### config.mk
export PLATFORM = sky130hd
export DESIGN_NAME = cpu_debug_ctrl_flat
export DESIGN_NICKNAME = d
export VERILOG_FILES = /design/src/rtl/cpu_debug_ctrl_if.sv /design/src/rtl/cpu_debug_ctrl.sv /design/src/flat_wrapper.sv
export SDC_FILE = /design/constraint.sdc
export NUM_CORES = 1
export LEC_CHECK = 0
export CAP_MARGIN = 20
export CORE_MARGIN = 4
export CORE_UTILIZATION = 25
export CTS_BUF_LIST = sky130_fd_sc_hd__clkbuf_16
export DETAILED_ROUTE_END_ITERATION = 10
export GPL_TIMING_DRIVEN = 0
export SLEW_MARGIN = 20
export SYNTH_ARGS = -nofsm -noshare
export SYNTH_HDL_FRONTEND = slang
export SYNTH_SLANG_ARGS = --single-unit
export TNS_END_PERCENT = 100
### constraint.sdc
create_clock -name clk -period 8.1 [get_ports clk]
set_input_delay 1.215 -clock clk [delete_from_list [all_inputs] [get_ports clk]]
set_output_delay 1.215 -clock clk [all_outputs]
set_load 0.1 [all_outputs]
### src/rtl/cpu_debug_ctrl_if.sv
// cpu_debug_ctrl_if: board keys, probe inputs and display/status outputs of the debug controller
interface cpu_debug_ctrl_if #(
    parameter int NUM_CH = 16,
    parameter int WIDTH  = 16,
    parameter int DIGITS = 6
);
    logic                     key_step_n;
    logic                     key_mode_n;
    logic                     key_sel_n;
    logic [NUM_CH*WIDTH-1:0]  ch_data;
    logic [15:0]              pc;
    logic [15:0]              bp_addr;
    logic                     bp_en;
    logic                     cpu_en;
    logic [DIGITS*7-1:0]      hex_seg;
    logic [7:0]               sel;
    logic [1:0]               mode;
    logic                     bp_hit;

    modport master (
        output key_step_n, key_mode_n, key_sel_n, ch_data, pc, bp_addr, bp_en,
        input  cpu_en, hex_seg, sel, mode, bp_hit
    );

    modport slave (
        input  key_step_n, key_mode_n, key_sel_n, ch_data, pc, bp_addr, bp_en,
        output cpu_en, hex_seg, sel, mode, bp_hit
    );
endinterface

### src/rtl/cpu_debug_ctrl.sv
// cpu_debug_ctrl: run/step/breakpoint CPU clock-enable generator with debounced keys and hex probe display
module cpu_debug_ctrl #(
    parameter int DIV       = 6_000_000,
    parameter int DEBOUNCE  = 500_000,
    parameter int NUM_CH    = 16,
    parameter int WIDTH     = 16,
    parameter int DIGITS    = 6,
    parameter int START_RUN = 1
) (
    input logic clk,
    input logic reset,
    cpu_debug_ctrl_if.slave bus
);
    localparam int CW = $clog2(DEBOUNCE + 1);
    localparam int VW = $clog2(DIV);

    typedef enum logic [1:0] {STEP = 2'b00, RUN = 2'b01, HALT = 2'b10} mode_t;

    logic [2:0]          raw, sync1, sync2, deb, ev;
    logic [CW-1:0]       cnt [3];
    logic [VW-1:0]       div;
    mode_t               state, state_d;
    logic                skip, skip_d, en_d, cpu_en, tick, bp_match;
    logic [7:0]          sel;
    logic [WIDTH-1:0]    chan;
    logic [WIDTH+7:0]    nib;
    logic [DIGITS*7-1:0] hex;

    function automatic logic [6:0] seg7(input logic [3:0] v);
        case (v)
            4'h0: seg7 = 7'b1000000;
            4'h1: seg7 = 7'b1111001;
            4'h2: seg7 = 7'b0100100;
            4'h3: seg7 = 7'b0110000;
            4'h4: seg7 = 7'b0011001;
            4'h5: seg7 = 7'b0010010;
            4'h6: seg7 = 7'b0000010;
            4'h7: seg7 = 7'b1111000;
            4'h8: seg7 = 7'b0000000;
            4'h9: seg7 = 7'b0010000;
            4'hA: seg7 = 7'b0001000;
            4'hB: seg7 = 7'b0000011;
            4'hC: seg7 = 7'b1000110;
            4'hD: seg7 = 7'b0100001;
            4'hE: seg7 = 7'b0000110;
            default: seg7 = 7'b0001110;
        endcase
    endfunction

    assign raw      = {bus.key_sel_n, bus.key_mode_n, bus.key_step_n};
    assign tick     = state == RUN && div == VW'(DIV - 1);
    assign bp_match = bus.bp_en && bus.pc == bus.bp_addr && !skip;

    // Synchronize and debounce each key; ev pulses once on an accepted press (0=step, 1=mode, 2=sel)
    always_ff @(posedge clk) begin
        sync1 <= reset ? 3'b111 : raw;
        sync2 <= reset ? 3'b111 : sync1;
        for (int k = 0; k < 3; k++) begin
            ev[k] <= !reset && deb[k] && !sync2[k] && cnt[k] == CW'(DEBOUNCE - 1);
            if (reset) begin
                cnt[k] <= '0;
                deb[k] <= 1'b1;
            end else if (sync2[k] == deb[k]) begin
                cnt[k] <= '0;
            end else if (cnt[k] == CW'(DEBOUNCE - 1)) begin
                cnt[k] <= '0;
                deb[k] <= sync2[k];
            end else begin
                cnt[k] <= cnt[k] + 1'b1;
            end
        end
    end

    // Mode state, skip flag, RUN divider and registered advance enable
    always_ff @(posedge clk) begin
        if (reset) begin
            state  <= START_RUN != 0 ? RUN : STEP;
            skip   <= 1'b0;
            div    <= '0;
            cpu_en <= 1'b0;
        end else begin
            state  <= state_d;
            skip   <= skip_d;
            div    <= (state == RUN && state_d == RUN && !tick) ? div + 1'b1 : '0;
            cpu_en <= en_d;
        end
    end

    // Next mode: a mode press beats a step press; the breakpoint is only checked on a RUN tick
    always_comb begin
        state_d = state;
        skip_d  = skip;
        case (state)
            RUN: begin
                if (ev[1]) begin
                    state_d = STEP;
                end else if (tick) begin
                    state_d = bp_match ? HALT : RUN;
                    skip_d  = 1'b0;
                end
            end
            STEP: begin
                if (ev[1]) begin
                    state_d = RUN;
                    skip_d  = 1'b0;
                end
            end
            HALT: begin
                if (ev[1]) begin
                    state_d = RUN;
                    skip_d  = 1'b1;
                end else if (ev[0]) begin
                    state_d = STEP;
                end
            end
            default: state_d = STEP;
        endcase
    end

    // Advance on an unblocked RUN tick, or on a step press outside RUN, unless a mode press wins
    always_comb en_d = !ev[1] && (state == RUN ? tick && !bp_match : ev[0]);

    // Channel select steps on each sel press and wraps at the last channel
    always_ff @(posedge clk) begin
        if (reset) sel <= 8'd0;
        else if (ev[2]) sel <= sel == 8'(NUM_CH - 1) ? 8'd0 : sel + 8'd1;
    end

    assign chan = bus.ch_data[int'(sel) * WIDTH +: WIDTH];
    assign nib  = {sel, chan};

    // Channel nibbles then the select index, remaining digits dark
    always_comb begin
        hex = '1;
        for (int d = 0; d < WIDTH / 4 + 2; d++) hex[d*7 +: 7] = seg7(nib[d*4 +: 4]);
    end

    assign bus.cpu_en  = cpu_en;
    assign bus.hex_seg = hex;
    assign bus.sel     = sel;
    assign bus.mode    = state;
    assign bus.bp_hit  = state == HALT;
endmodule

### src/flat_wrapper.sv
// flat-port wrapper written by rule: the top's interface ports become plain ports
module cpu_debug_ctrl_flat 
#(
    parameter int DIV       = 6_000_000,
    parameter int DEBOUNCE  = 500_000,
    parameter int NUM_CH    = 16,
    parameter int WIDTH     = 16,
    parameter int DIGITS    = 6,
    parameter int START_RUN = 1
)
  (clk, reset, bus_key_step_n, bus_key_mode_n, bus_key_sel_n, bus_ch_data, bus_pc, bus_bp_addr, bus_bp_en, bus_cpu_en, bus_hex_seg, bus_sel, bus_mode, bus_bp_hit);
  cpu_debug_ctrl_if #(.NUM_CH(NUM_CH), .WIDTH(WIDTH), .DIGITS(DIGITS)) bus_i ();
  input logic clk;
  input logic reset;
  input wire logic [$bits(bus_i.key_step_n)-1:0] bus_key_step_n;
  input wire logic [$bits(bus_i.key_mode_n)-1:0] bus_key_mode_n;
  input wire logic [$bits(bus_i.key_sel_n)-1:0] bus_key_sel_n;
  input wire logic [$bits(bus_i.ch_data)-1:0] bus_ch_data;
  input wire logic [$bits(bus_i.pc)-1:0] bus_pc;
  input wire logic [$bits(bus_i.bp_addr)-1:0] bus_bp_addr;
  input wire logic [$bits(bus_i.bp_en)-1:0] bus_bp_en;
  output wire logic [$bits(bus_i.cpu_en)-1:0] bus_cpu_en;
  output wire logic [$bits(bus_i.hex_seg)-1:0] bus_hex_seg;
  output wire logic [$bits(bus_i.sel)-1:0] bus_sel;
  output wire logic [$bits(bus_i.mode)-1:0] bus_mode;
  output wire logic [$bits(bus_i.bp_hit)-1:0] bus_bp_hit;
  assign bus_i.key_step_n = bus_key_step_n;
  assign bus_i.key_mode_n = bus_key_mode_n;
  assign bus_i.key_sel_n = bus_key_sel_n;
  assign bus_i.ch_data = bus_ch_data;
  assign bus_i.pc = bus_pc;
  assign bus_i.bp_addr = bus_bp_addr;
  assign bus_i.bp_en = bus_bp_en;
  assign bus_cpu_en = bus_i.cpu_en;
  assign bus_hex_seg = bus_i.hex_seg;
  assign bus_sel = bus_i.sel;
  assign bus_mode = bus_i.mode;
  assign bus_bp_hit = bus_i.bp_hit;
  cpu_debug_ctrl #(.DIV(DIV), .DEBOUNCE(DEBOUNCE), .NUM_CH(NUM_CH), .WIDTH(WIDTH), .DIGITS(DIGITS), .START_RUN(START_RUN)) u_core (.clk(clk), .reset(reset), .bus(bus_i));
endmodule
==> impl_metrics.prom <==
# TYPE chip_impl_metric gauge
chip_impl_info{name="status",value="complete, no violations"} 1
chip_impl_info{name="dominant_cells_by_area_after_synthesis",value="sky130_fd_sc_hd__edfxtp_1, sky130_fd_sc_hd__dfxtp_1, sky130_fd_sc_hd__mux4_2"} 1
chip_impl_metric{name="routed_wire_length_per_instance",unit="um"} 19.59
chip_impl_info{name="worst_hold_startpoint",value="u_core.sync1[0]$_SDFF_PP1_"} 1
chip_impl_metric{name="firstDrtPassIters",unit=""} 5
chip_impl_metric{name="die_width",unit="um"} 201.4
chip_impl_info{name="grt_setup_unrepaired",value="no"} 1
chip_impl_metric{name="worstPathBufferInverterCount",unit=""} 2
chip_impl_metric{name="hold_buffers",unit=""} 0
chip_impl_info{name="ys.flop_type",value="sky130_fd_sc_hd__dfxtp_1"} 1
chip_impl_metric{name="yosysTopAreaCellShare",unit="%"} 18.30
chip_impl_info{name="netlist.top_cell.by_area",value="sky130_fd_sc_hd__edfxtp_1"} 1
chip_impl_metric{name="initial_utilization",unit="%"} 25.43
chip_impl_metric{name="worst-r2r-cell-count",unit=""} 11
chip_impl_metric{name="clk_transition_reported_paths",unit="ns"} 0.05
chip_impl_metric{name="nNetsFinal",unit=""} 1676
chip_impl_metric{name="number_of_port_buffers",unit=""} 347
chip_impl_metric{name="slew_headroom",unit="%"} 22.98
chip_impl_metric{name="syn_area_per_cell",unit="um^2"} 10.18
chip_impl_metric{name="p_per_area",unit="mW/mm^2"} 126.5
chip_impl_metric{name="synthToLayoutAreaGrowth",unit="%"} 52.33
chip_impl_metric{name="design.core.area",unit="mm^2"} 0.03679
chip_impl_metric{name="worst-endpoint-arrival",unit="ns"} 4.98
chip_impl_info{name="crit_end_category",value="primary output"} 1
chip_impl_info{name="crit-reg2reg-launch",value="u_core.bus.sel[1]$_SDFFE_PP0P_"} 1
chip_impl_metric{name="dpl.cell_count",unit=""} 1790
chip_impl_metric{name="global_route.usage.total",unit="%"} 16.90
chip_impl_metric{name="synth_edf_count",unit=""} 57
chip_impl_metric{name="drt-total-wl",unit="um"} 35900
chip_impl_metric{name="drt.antenna.violating_nets",unit=""} 0
chip_impl_metric{name="grt_pass1_vias",unit=""} 8807
chip_impl_metric{name="remaining_drc_errors",unit=""} 0
chip_impl_info{name="crit_path_start_kind",value="input pin"} 1
chip_impl_metric{name="num_vias",unit=""} 8691
chip_impl_metric{name="required",unit="ns"} 6.88
chip_impl_metric{name="clock-skew-final",unit="ns"} 0.01947
chip_impl_metric{name="reg2reg_slack",unit="ns"} 5.13
chip_impl_metric{name="ctsLongestPathBuffers",unit=""} 2
chip_impl_metric{name="timing.final.hold_violations",unit=""} 0
chip_impl_metric{name="finalWeightedCongestion",unit=""} 0.8967
chip_impl_metric{name="final.period_utilization",unit="%"} 76.50
chip_impl_metric{name="postSynthRegisterBits",unit=""} 118
chip_impl_metric{name="setup_total_negative_slack",unit="ns"} 0
chip_impl_info{name="timing_worst_setup_path_type",value="input pin to primary output"} 1
chip_impl_metric{name="grt_start_max_net_pins",unit=""} 17
chip_impl_metric{name="cellLeakagePower",unit="nW"} 5.143
chip_impl_metric{name="cp_max_fo",unit=""} 6
chip_impl_info{name="worst_hold_path.endpoint",value="u_core.sync2[0]$_SDFF_PP1_"} 1
chip_impl_info{name="rr_endpoint",value="u_core.bus.hex_seg[31]$_DFF_P_"} 1
chip_impl_metric{name="n_fill_cell",unit=""} 3639
chip_impl_metric{name="cap_viol_max_count",unit=""} 0
chip_impl_metric{name="setup-violations-final",unit=""} 0
chip_impl_metric{name="die_area",unit="mm^2"} 0.04057
chip_impl_metric{name="critical_path.max_stage_delay",unit="ns"} 1.21
chip_impl_metric{name="synth_cell_type_count",unit=""} 70
chip_impl_metric{name="drive_gt1_share",unit="%"} 11.30
chip_impl_metric{name="detailedPlacementHpwl",unit="um"} 30060
chip_impl_info{name="clockRootBuffer",value="sky130_fd_sc_hd__clkbuf_16"} 1
chip_impl_metric{name="io_pins",unit=""} 348
chip_impl_metric{name="die_h",unit="um"} 201.4
chip_impl_metric{name="synth_sequential_area_ratio",unit="%"} 31.35
chip_impl_info{name="family_of_cells_with_the_greatest_summed_delay_on_the_critical_path",value="buffers and inverters"} 1
chip_impl_metric{name="final_std_cells_w_o_fill",unit=""} 1833
chip_impl_metric{name="vdd_drop_max",unit="uV"} 106.8
chip_impl_metric{name="cts.sinks",unit=""} 118
chip_impl_metric{name="first_iter_violations",unit=""} 448
chip_impl_info{name="max_stage_delay_cell_worst_path",value="sky130_fd_sc_hd__clkdlybuf4s50_1"} 1
chip_impl_info{name="timing.critical_path.cells",value="clkdlybuf4s50_1 > mux4_2 > mux2i_1 > nor3_1 > nor2_1 > ha_1 > and3_1 > a211o_1 > o211ai_1 > clkdlybuf4s50_1"} 1
chip_impl_metric{name="post_synth_inst_count",unit=""} 919
chip_impl_metric{name="hold_depth",unit=""} 1
chip_impl_metric{name="cts-resized-gates",unit=""} 0
chip_impl_info{name="tritoncts",value="built"} 1
chip_impl_metric{name="cell_rows",unit=""} 70
chip_impl_metric{name="synthArstFlopShare",unit="%"} 0
chip_impl_metric{name="cts_setup_buffers",unit=""} 0
chip_impl_metric{name="drv_slew",unit=""} 0
chip_impl_metric{name="mappedNetlistArea",unit="mm^2"} 0.009354
chip_impl_metric{name="critical_path_depth",unit=""} 10
chip_impl_metric{name="grt_first_pass_wirelength",unit="um"} 53140
chip_impl_metric{name="detail_route.vias_per_cell",unit=""} 4.741
chip_impl_metric{name="synth-warning-count",unit=""} 0
chip_impl_metric{name="antenna_found_initial",unit=""} 11
chip_impl_metric{name="tritoncts.num_buffers",unit=""} 17
chip_impl_info{name="tightest_hold_check_type",value="flip-flop to flip-flop"} 1
chip_impl_metric{name="timing_worst_slew_pin_value",unit="ns"} 1.152
chip_impl_info{name="cpMostUsedCell",value="sky130_fd_sc_hd__clkdlybuf4s50_1"} 1
chip_impl_metric{name="htreeDepth",unit=""} 4
chip_impl_metric{name="max_freq",unit="GHz"} 0.1614
chip_impl_metric{name="congestion_overflow_gr",unit=""} 0
chip_impl_metric{name="insertion_delay",unit="ns"} 0.41
chip_impl_metric{name="post-route-min-period",unit="ns"} 6.197
registers in the layout, summed over array words and instances (netlist names):
signal              flops
u_core.cnt             57
u_core.div             23
u_core.bus.hex_seg     14
u_core.bus.sel          8
u_core.deb              3
u_core.ev               3
u_core.sync1            3
u_core.sync2            3
u_core.bus.mode         2
u_core.bus.cpu_en       1
u_core.skip             1
worst max-delay path by stage:
stage	from	to	slack, ns
final	bus_ch_data[104]	bus_hex_seg[17]	1.90
after global routing	bus_ch_data[104]	bus_hex_seg[17]	1.84
after CTS	bus_ch_data[104]	bus_hex_seg[17]	1.93
after detailed placement	bus_ch_data[104]	bus_hex_seg[17]	1.94
after global placement	bus_ch_data[104]	bus_hex_seg[17]	1.94
after floorplan	u_core.bus.sel[0]$_SDFFE_PP0P_	bus_hex_seg[9]	1.75
placed cells by master (no fill, tap or decap), types with 37 or more instances in the layout:
master and n:
sky130_fd_sc_hd__nand2_1 49, sky130_fd_sc_hd__inv_1 42, sky130_fd_sc_hd__mux4_2 51, sky130_fd_sc_hd__dfxtp_1 61, sky130_fd_sc_hd__mux2i_1 37, sky130_fd_sc_hd__clkdlybuf4s50_1 347, sky130_fd_sc_hd__ha_1 41, sky130_fd_sc_hd__nor2_1 132
sky130_fd_sc_hd__xnor2_1 48, sky130_fd_sc_hd__edfxtp_1 57, sky130_fd_sc_hd__conb_1 57, sky130_fd_sc_hd__xor2_1 54, sky130_fd_sc_hd__nand3_1 45
layer usage:
metal	vias up	wire length (um)	part of all wire, %	GRT usage, %
li1	4188	-	-	-
met1	4164	13360	37	17.79
met2	292	18910	53	31.42
met3	47	2209	6.2	4.432
met4	0	1425	4.0	7.739
met5	-	0	0	0
cell families (layout without fill, tap and decap cells):
logic type | after synthesis | count (layout) | share of synthesized area [%]
other | 1 | 68 | 0.04009
adder cells (fa/ha/maj) | 41 | 41 | 5.484
AND/OR/NAND/NOR | 362 | 362 | 19.33
flip-flops | 118 | 118 | 31.35
buffers and inverters | 82 | 461 | 4.896
AO/OA/AOI/OAI | 97 | 97 | 7.277
XOR/XNOR | 102 | 102 | 9.550
multiplexers | 116 | 116 | 22.07
worst reg2reg max path, stage by stage, from the launching register on:
cell                      delay [ns]
sky130_fd_sc_hd__dfxtp_1        0.38
sky130_fd_sc_hd__buf_6          0.21
sky130_fd_sc_hd__buf_6          0.25
sky130_fd_sc_hd__buf_6          0.19
sky130_fd_sc_hd__buf_2          0.28
sky130_fd_sc_hd__nor2b_1        0.18
sky130_fd_sc_hd__a31oi_1        0.09
sky130_fd_sc_hd__nor2_1         0.34
sky130_fd_sc_hd__inv_1          0.14
sky130_fd_sc_hd__ha_1           0.32
sky130_fd_sc_hd__inv_1          0.05
sky130_fd_sc_hd__mux4_2         0.43
power breakdown:
group	total [W]	switching, W	leakage (nW)	internal (W)
combinational	0.000418	0.000208	3.75	0.000210
clock	0.000730	0.000255	0.312	0.000475
sequential	0.000655	0.0000139	1.08	0.000641
total	0.00180	0.000477	5.14	0.00133
area by class of cell:
class | instances | area, um^2 | share of cell area, %
well taps | 468 | 585.6 | 4.110
clock buffers | 22 | 550.5 | 3.864
clock inverters | 10 | 47.55 | 0.3337
inverters | 40 | 150.1 | 1.054
flip-flops and latches | 118 | 2933 | 20.58
diodes | 11 | 27.53 | 0.1932
multi-input cells | 775 | 6173 | 43.33
repair buffers | 347 | 3473 | 24.38
plain buffers | 42 | 307.8 | 2.160
cell usage after synthesis, types with 11 or more instances:
cell and n:
sky130_fd_sc_hd__nor2_1 132, sky130_fd_sc_hd__dfxtp_1 61, sky130_fd_sc_hd__edfxtp_1 57, sky130_fd_sc_hd__xor2_1 54, sky130_fd_sc_hd__mux4_2 51, sky130_fd_sc_hd__nand2_1 49
sky130_fd_sc_hd__xnor2_1 48, sky130_fd_sc_hd__nand3_1 45, sky130_fd_sc_hd__ha_1 41, sky130_fd_sc_hd__inv_1 38, sky130_fd_sc_hd__mux2i_1 37, sky130_fd_sc_hd__nor3_1 19
sky130_fd_sc_hd__o21ai_0 19, sky130_fd_sc_hd__and3_1 18, sky130_fd_sc_hd__buf_2 18, sky130_fd_sc_hd__a21oi_1 17, sky130_fd_sc_hd__o22ai_1 15, sky130_fd_sc_hd__mux4_1 14
sky130_fd_sc_hd__nor2b_1 14, sky130_fd_sc_hd__nand2b_1 11, sky130_fd_sc_hd__nand4_1 11
stage by stage:
| step | hold slack, ns | area, um^2 | total power [W] | setup WS (ns) | util, % |
|---|---|---|---|---|---|
| floorplan | 0.3895 | 9564 | 0.0008741 | 1.753 | - |
| global placement | 0.3943 | 13620 | 0.001080 | 1.937 | 37.03 |
| detailed placement | 0.3960 | 13620 | 0.001083 | 1.937 | 37.03 |
| CTS | 0.4093 | 14220 | 0.001823 | 1.927 | 38.66 |
| global route | 0.4358 | 14240 | 0.001874 | 1.840 | 38.71 |
| finish | 0.4063 | 14250 | 0.001803 | 1.903 | 38.73 |
No activity file was read; power rests on OpenSTA's default activity.
